--- config.mk ---
export PLATFORM = sky130hd
export DESIGN_NAME = nand_read_cmd_seq
export DESIGN_NICKNAME = d
export VERILOG_FILES = /design/src/rtl/nand_read_cmd_seq.sv
export SDC_FILE = /design/constraint.sdc
export NUM_CORES = 1
export LEC_CHECK = 0
export CORE_MARGIN = 2
export CORE_UTILIZATION = 45
export DETAILED_ROUTE_END_ITERATION = 10
export HOLD_SLACK_MARGIN = 0.06
export PLACE_DENSITY = 0.71
export SYNTH_ARGS = -nofsm -noshare
export SYNTH_HDL_FRONTEND = slang
export SYNTH_SLANG_ARGS = --single-unit
--- constraint.sdc ---
create_clock -name clk -period 3.7 [get_ports clk]
set_clock_uncertainty 0.2 [all_clocks]
set_input_delay 0.74 -clock clk [delete_from_list [all_inputs] [get_ports clk]]
set_output_delay 0.74 -clock clk [all_outputs]
set_load 0.005 [all_outputs]
--- src/rtl/nand_read_cmd_seq.sv ---
// NAND page-read command/address sequencer: 00h, column/row address bytes, 30h, tWB, R/B wait, handoff.
// Optional busy timeout when NAND_BUSY_TIMEOUT_EN is defined; otherwise error stays 0.
module nand_read_cmd_seq #(
  parameter int ADDR_CYCLES    = 5,
  parameter int TWB_CYCLES     = 4,
  parameter int TIMEOUT_CYCLES = 65535
) (
  input  logic        clk,
  input  logic        rst,
  input  logic        start,
  input  logic [15:0] col_addr,
  input  logic [23:0] row_addr,
  input  logic        RB,
  input  logic        read_complete,
  output logic        CE,
  output logic        CLE,
  output logic        ALE,
  output logic        WE,
  output logic [7:0]  io_out,
  output logic        io_oe,
  output logic        read_start,
  output logic        busy,
  output logic        done,
  output logic        error
);

  typedef enum logic [2:0] {
    S_IDLE, S_CMD1, S_ADDR, S_CMD2, S_TWB, S_WAIT_RB, S_HANDOFF
  } state_t;

  localparam logic [2:0] LAST_IDX = 3'(ADDR_CYCLES - 1);
  localparam logic [7:0] TWB_LAST = 8'(TWB_CYCLES - 1);

  state_t      state_q, state_d;
  logic        phase_q, phase_d;   // 0 = phase A (WE low), 1 = phase B (WE high)
  logic [2:0]  idx_q, idx_d;
  logic [7:0]  twb_q, twb_d;
  logic [15:0] col_q, col_d;
  logic [23:0] row_q, row_d;
  logic        err_q, err_d;
  logic [7:0]  addr_byte;
  logic        tmo_hit;

  // Registered bus/status outputs, computed from the current state
  logic       ce_q, ce_d;
  logic       cle_q, cle_d;
  logic       ale_q, ale_d;
  logic       we_q, we_d;
  logic [7:0] io_q, io_d;
  logic       oe_q, oe_d;
  logic       rs_q, rs_d;
  logic       busy_q, busy_d;
  logic       done_q, done_d;
  logic       error_q, error_d;

`ifdef NAND_BUSY_TIMEOUT_EN
  logic [15:0] tmo_q;

  always_ff @(posedge clk or posedge rst) begin
    if (rst) begin
      tmo_q <= '0;
    end else if (state_q == S_WAIT_RB && !RB) begin
      tmo_q <= tmo_q + 16'd1;
    end else begin
      tmo_q <= '0;
    end
  end

  assign tmo_hit = (tmo_q == 16'(TIMEOUT_CYCLES - 1));
`else
  logic unused_tmo;
  assign unused_tmo = ^TIMEOUT_CYCLES;
  assign tmo_hit    = 1'b0;
`endif

  always_comb begin
    case (idx_q)
      3'd0:    addr_byte = col_q[7:0];
      3'd1:    addr_byte = col_q[15:8];
      3'd2:    addr_byte = row_q[7:0];
      3'd3:    addr_byte = row_q[15:8];
      default: addr_byte = row_q[23:16];
    endcase
  end

  always_ff @(posedge clk or posedge rst) begin
    if (rst) begin
      state_q <= S_IDLE;
      phase_q <= 1'b0;
      idx_q   <= '0;
      twb_q   <= '0;
      col_q   <= '0;
      row_q   <= '0;
      err_q   <= 1'b0;
      ce_q    <= 1'b1;
      cle_q   <= 1'b0;
      ale_q   <= 1'b0;
      we_q    <= 1'b1;
      io_q    <= '0;
      oe_q    <= 1'b0;
      rs_q    <= 1'b0;
      busy_q  <= 1'b0;
      done_q  <= 1'b0;
      error_q <= 1'b0;
    end else begin
      state_q <= state_d;
      phase_q <= phase_d;
      idx_q   <= idx_d;
      twb_q   <= twb_d;
      col_q   <= col_d;
      row_q   <= row_d;
      err_q   <= err_d;
      ce_q    <= ce_d;
      cle_q   <= cle_d;
      ale_q   <= ale_d;
      we_q    <= we_d;
      io_q    <= io_d;
      oe_q    <= oe_d;
      rs_q    <= rs_d;
      busy_q  <= busy_d;
      done_q  <= done_d;
      error_q <= error_d;
    end
  end

  always_comb begin
    state_d = state_q;
    phase_d = phase_q;
    idx_d   = idx_q;
    twb_d   = twb_q;
    col_d   = col_q;
    row_d   = row_q;
    err_d   = err_q;

    case (state_q)
      S_IDLE: begin
        if (start) begin
          state_d = S_CMD1;
          phase_d = 1'b0;
          col_d   = col_addr;
          row_d   = row_addr;
          err_d   = 1'b0;
        end
      end
      S_CMD1: begin
        phase_d = ~phase_q;
        if (phase_q) begin
          state_d = S_ADDR;
          idx_d   = '0;
        end
      end
      S_ADDR: begin
        phase_d = ~phase_q;
        if (phase_q) begin
          if (idx_q == LAST_IDX) state_d = S_CMD2;
          else                   idx_d   = idx_q + 3'd1;
        end
      end
      S_CMD2: begin
        phase_d = ~phase_q;
        if (phase_q) begin
          state_d = S_TWB;
          twb_d   = '0;
        end
      end
      S_TWB: begin
        if (twb_q == TWB_LAST) state_d = S_WAIT_RB;
        else                   twb_d   = twb_q + 8'd1;
      end
      S_WAIT_RB: begin
        if (RB) begin
          state_d = S_HANDOFF;
        end else if (tmo_hit) begin
          state_d = S_IDLE;
          err_d   = 1'b1;
        end
      end
      S_HANDOFF: begin
        if (read_complete) state_d = S_IDLE;
      end
      default: state_d = S_IDLE;
    endcase

    // Outputs follow the state one clock later so every output is a flop
    ce_d    = 1'b1;
    cle_d   = 1'b0;
    ale_d   = 1'b0;
    we_d    = 1'b1;
    io_d    = 8'h00;
    oe_d    = 1'b0;
    rs_d    = 1'b0;
    busy_d  = 1'b1;
    done_d  = 1'b0;
    error_d = err_q;

    case (state_q)
      S_IDLE: busy_d = 1'b0;
      S_CMD1: begin
        ce_d  = 1'b0;
        cle_d = 1'b1;
        we_d  = phase_q;
        oe_d  = 1'b1;
        io_d  = 8'h00;
      end
      S_ADDR: begin
        ce_d  = 1'b0;
        ale_d = 1'b1;
        we_d  = phase_q;
        oe_d  = 1'b1;
        io_d  = addr_byte;
      end
      S_CMD2: begin
        ce_d  = 1'b0;
        cle_d = 1'b1;
        we_d  = phase_q;
        oe_d  = 1'b1;
        io_d  = 8'h30;
      end
      S_TWB, S_WAIT_RB: ce_d = 1'b0;
      S_HANDOFF: begin
        ce_d   = 1'b0;
        rs_d   = 1'b1;
        done_d = ~rs_q;
      end
      default: busy_d = 1'b0;
    endcase
  end

  assign CE         = ce_q;
  assign CLE        = cle_q;
  assign ALE        = ale_q;
  assign WE         = we_q;
  assign io_out     = io_q;
  assign io_oe      = oe_q;
  assign read_start = rs_q;
  assign busy       = busy_q;
  assign done       = done_q;
  assign error      = error_q;

endmodule

**Yosys cells after proc, flatten, opt, wreduce, memory -nomap -nowiden**

Index checks and enable logic that the tools add are counted.

- Flip-flop bits (word level): 71
- Output and inout port bits: 17

- Multiplexer cells: 28
- Eq/ne operators: 21
- Reduce and logical (&&, ||, !) cells: 13
- Add/subtract/negate cells: 2
- Bitwise gates (word level): 2

Operators with widths:

| operator | number |
|---|---|
| $mux W3 | 11 |
| $pmux W8 S2 | 2 |
| $pmux W8 S4 | 1 |
| $pmux W3 S7 | 1 |
| $ne A2 B2 Y1 const B | 10 |
| $mux W8 | 2 |
| $eq A3 B2 Y1 const B | 4 |
| $eq A3 B3 Y1 const B | 4 |
| $mux W1 | 9 |
| $add A8 B1 Y8 const B | 1 |
| $eq A8 B2 Y1 const B | 1 |
| $reduce_and A8 Y1 | 1 |
| $eq A3 B1 Y1 const B | 2 |
| $logic_not A3 Y1 | 2 |
| $pmux W3 S2 | 1 |
| $reduce_bool A2 Y1 | 3 |
| $reduce_or A6 Y1 | 1 |
| $reduce_and A2 Y1 | 2 |
| $reduce_and A4 Y1 | 1 |
| $add A3 B1 Y3 const B | 1 |
| $reduce_and A3 Y1 | 1 |
| $reduce_or A3 Y1 | 1 |
| $not A1 Y1 | 2 |
| $pmux W1 S2 | 1 |
| $reduce_or A2 Y1 | 1 |

**Longest topological paths before layout**

- Depth after elaboration: 4
- Depth in mapped cells: 7

**Least setup slack after synthesis**

No wires, ideal clock.

- Path kind: register to register
- From: register twb_q[3]
- To: register twb_q[7]
- Setup time: 0.126 ns
- Arrival time: 1.731 ns
- Path slack: 1.643 ns
- Buffers on the path: 0
- Required time: 3.374 ns
- Cell stages (with the launch flop): 5
- Cells stage by stage: dfrtp_1 > or4_4 > o41ai_4 > nor3_1 > a311o_1

- Longest elaborated chain between the ends: 3
- Elaborated cells between the ends (all ways): 6
- Those cells by class: 1 x add/sub; 2 x eq/ne; 2 x mux; 1 x reduce/logical

RTL lines:

| element | line | RTL |
|---|---|---|
| start, declared | 37 | `logic [7:0] twb_q, twb_d;` |
| start signal, assigned | 109 | `twb_q <= twb_d;` |
| $add A8 B1 Y8 or $eq A8 B2 Y1 (tied branches) | 168, 167 |  |
| $mux W8 or $ne A2 B2 Y1 (tied branches) | -- |  |
| $pmux W8 S2 or $reduce_and A3 Y1 (tied branches) | -- |  |

Parallel ways exist; a longest one is shown, timed or not. The select of a mux whose other input is x is not followed.
A chain may end at the register's enable or synchronous reset.

**Final worst setup path**

- From: register idx_q[0]
- To: register io_q[4], in the netlist io_out[4]

- Longest elaborated chain between the ends: 3
- Elaborated cells between the ends (all ways): 6
- Those cells by class: 3 x eq/ne; 2 x mux; 1 x reduce/logical

RTL lines:

| element | line | RTL |
|---|---|---|
| start, declared | 36 | `logic [2:0] idx_q, idx_d;` |
| start signal, assigned | 108 | `idx_q <= idx_d;` |
| $eq A3 B2 Y1, or another cell as far along | 77 | `case (idx_q)` |
| $pmux W8 S4 * | 77 |  |
| $pmux W8 S2 * | 196 | `case (state_q)` |
| via io_d[4] | 49 | `logic [7:0] io_q, io_d;` |
| end signal, assigned | 117 | `io_q <= io_d;` |
| end, declared | 49 |  |

The timed path passes the listed nets; every way through them passes the cells marked *.

==> summary.txt <==
Timing
  • Final period util: 64.97%
  • Measured slew at the worst slew-check pin: 702.0 ps
  • Max-Slew Margin vs Limit: 53.13%
  • Post-route setup slack: 1296 ps
  • Final setup viols: 0
  • Final hold slack: 242.0 ps
  • RSZ-0062 raised after global routing: no
  • Sum Neg Setup Slack: 0 ps
  • Fmax: 0.4160 GHz
  • Slew Viols, Final: 0
  • Tmin final: 2404 ps
  • Final hold violation count: 0

CTS
  • Clk_lat worst skew: 340 ps
  • H-tree depth: 3
  • Clk slew on worst S/H paths: 70 ps
  • Inserted Clock Buffers: 9
  • CTS Sinks: 71
  • Clock root buffer: clkbuf_8
  • Post-CTS Setup Inserts: 0
  • Hold-fix buffers, CTS: 0
  • Max Root-Sink Buffers: 2
  • CTS tree: yes
  • CTS resizes: 0

Final layout
  • Area delta synth->final: 27.76%
  • Share of cells above drive strength 1: 22.01%
  • Most frequent cells in the layout: dfrtp_1 (69), clkdlybuf4s50_1 (60), mux2_2 (42)
  • Ant. Diodes: 0
  • Final #Nets: 365
  • Layout Utilization: 59.24%
  • Commonest non-fill, non-tap cell in the layout: dfrtp_1
  • Non-Filler Instances: 414
  • Fill count: 584

Synthesis
  • Post-Synth Simple-Gate Area: 10.60%
  • Synth cell types: 41
  • Post-synthesis mux area share: 15.33%
  • FFs w/ async S/R, synth: 100.0%
  • Post-synth EDFFs: 0
  • Synth Area per Inst: 12.16 um^2
  • Synth Area in Compound Gates: 10.92%
  • Syn_nets: 310
  • Post-synthesis sequential area ratio: 56.47%
  • Ys flop type: dfrtp_1
  • Yosys reg bits: 71
  • Yosys Warn Count: 0
  • Post-Synth XOR/XNOR Area: 0.5560%
  • Largest family of logic cells by synthesized area: multiplexers
  • Cells after Synth: 259
  • Post-Synth Adder-Cell Area: 2.383%
  • Cell area after synthesis: 0.003151 mm^2

Routing
  • Iteration-0 DRC Markers: 115
  • Routed Antenna Nets: 0
  • WL/cell: 14.70 um
  • Number of vias per cell: 5.319
  • Post-route DRC: 0
  • Total wire length: 6084 um
  • Via count: 2202
  • Drt pass-1 iters: 5

Flow run
  • Maxcap violations: 0

Critical path
  • Setup crit end kind: flip-flop
  • Critical Path Slowest Stage Cell: a21oi_1
  • CP cell instances: inv_1, ha_1, or3_1, a21oi_1, nand2_1, a21oi_1
  • Largest delay share family, worst path: compound AO/OA/AOI/OAI gates
  • Startpoint Class: flip-flop
  • Most used cell along the critical path: a21oi_1
  • Critical path type: reg2reg
  • CP required: 3760 ps
  • Crit path DAT: 2470 ps
  • Worst path bufs/invs: 1
  • Max stage delay on crit path: 570 ps
  • Crit Path Max Fanout: 11

Global routing
  • Vias in the first global route: 2177
  • Tot GR Track Use: 17.59%
  • Largest net degree at the start of global routing: 42
  • GRT overflow: 0
  • First-pass GRT wire length: 10280 um
  • Initial antenna violation count: 0

Hold path
  • Hold Path Class: reg2reg

Floorplan
  • Rows: 30
  • Die Y: 87.67 um
  • Die X: 87.67 um
  • IO Pins: 62
  • Core footprint: 0.006794 mm^2
  • Die area: 0.007686 mm^2
  • Initial Utilization: 46.37%

Placement
  • Place WS: 1005 ps
  • Dpl hpwl: 4233 um
  • Placed Cells: 399
  • Port Buffer Count: 60
  • RD Place Congestion: 0.7795

Pwr
  • Static leakage: 1.708 nW
  • Worst vdd ir: 0.3566 mV
  • Pwr dens: 758.3 mW/mm^2

Outcome
  • Status: finished, final reports clean
==> kinds of logic (layout without fill, tap and decap cells) <==
group	Yosys count	in the layout
flops	71	71
compound gates	45	45
buf+inv	28	87
simple gates	63	63
other cells	1	1
xor+xnor	2	2
mux	43	43
fa+ha+maj	6	6
==> power breakdown <==
group | internal (W) | switching (W) | leakage [nW]
sequential | 0.00111 | 0.000217 | 0.877
combinational | 0.000607 | 0.000457 | 0.726
clock | 0.000374 | 0.000282 | 0.105
==> worst register-to-register path: cells and delay by family, from the launching register on <==
family | cells | cell delay (ps)
compound gates | 2 | 750
fa+ha+maj | 1 | 350
buf+inv | 1 | 80
flops | 1 | 410
simple gates | 2 | 550
==> final timing paths <==
check,depth (start not counted),slack [ps],to,from
min,1,240,done,read_start
max reg2reg,6,1300,io_out[4],idx_q[0]
max,6,1300,io_out[4],idx_q[0]
min in group asynchronous,2,630,col_q[12],rst
min reg2reg,1,240,done,read_start
max in group asynchronous,3,1920,CE,rst
==> area by class of cell <==
| cell class | instances | area [um^2] | area share, % |
|---|---|---|---|
| inverters | 9 | 33.78 | 0.8393 |
| repair buffers | 63 | 623.1 | 15.48 |
| well taps | 96 | 120.1 | 2.984 |
| clock buffers | 9 | 123.9 | 3.077 |
| flip-flops and latches | 71 | 1779 | 44.20 |
| clock inverters | 6 | 86.33 | 2.145 |
| multi-input cells | 160 | 1259 | 31.27 |
==> stage by stage <==
stage / cell area [um^2] / total power (W)
floorplan: 3151 / 0.002041
global placement: 3815 / 0.002374
detailed placement: 3815 / 0.002419
CTS: 4025 / 0.003080
global route: 4025 / 0.003279
finish: 4025 / 0.003052
==> cell usage after synthesis, types with 3 or more instances <==
cell type	count	area share [%]
ha_1	6	2.4
and2_1	5	0.99
a21oi_1	6	0.95
nand2_1	8	0.95
clkbuf_1	12	1.4
nand3_1	8	1.3
a222oi_1	8	2.5
dfrtp_1	69	55
or3_1	3	0.60
nor2_1	20	2.4
inv_1	9	1.1
mux2_2	42	15
o21ai_0	13	2.1
buf_2	4	0.64
nor2b_1	5	0.99
a221oi_1	8	2.2
==> sequential cells by signal, indices dropped and copies added (netlist names) <==
register    cells
CLE             1
idx_q           3
read_start      1
phase_q         1
WE              1
io_out          8
ALE             1
busy            1
CE              1
io_oe           1
row_q          24
col_q          16
state_q         3
twb_q           8
done            1
==> per-layer routing <==
metal,up-vias,global-route usage [%],wire length (um)
met1,1092,24.19,2859
met3,7,4.430,255
li1,1042,-,-
met5,-,0,0
met4,0,7.692,72
met2,61,26.52,2896
Power figures use the tool's default switching activity.
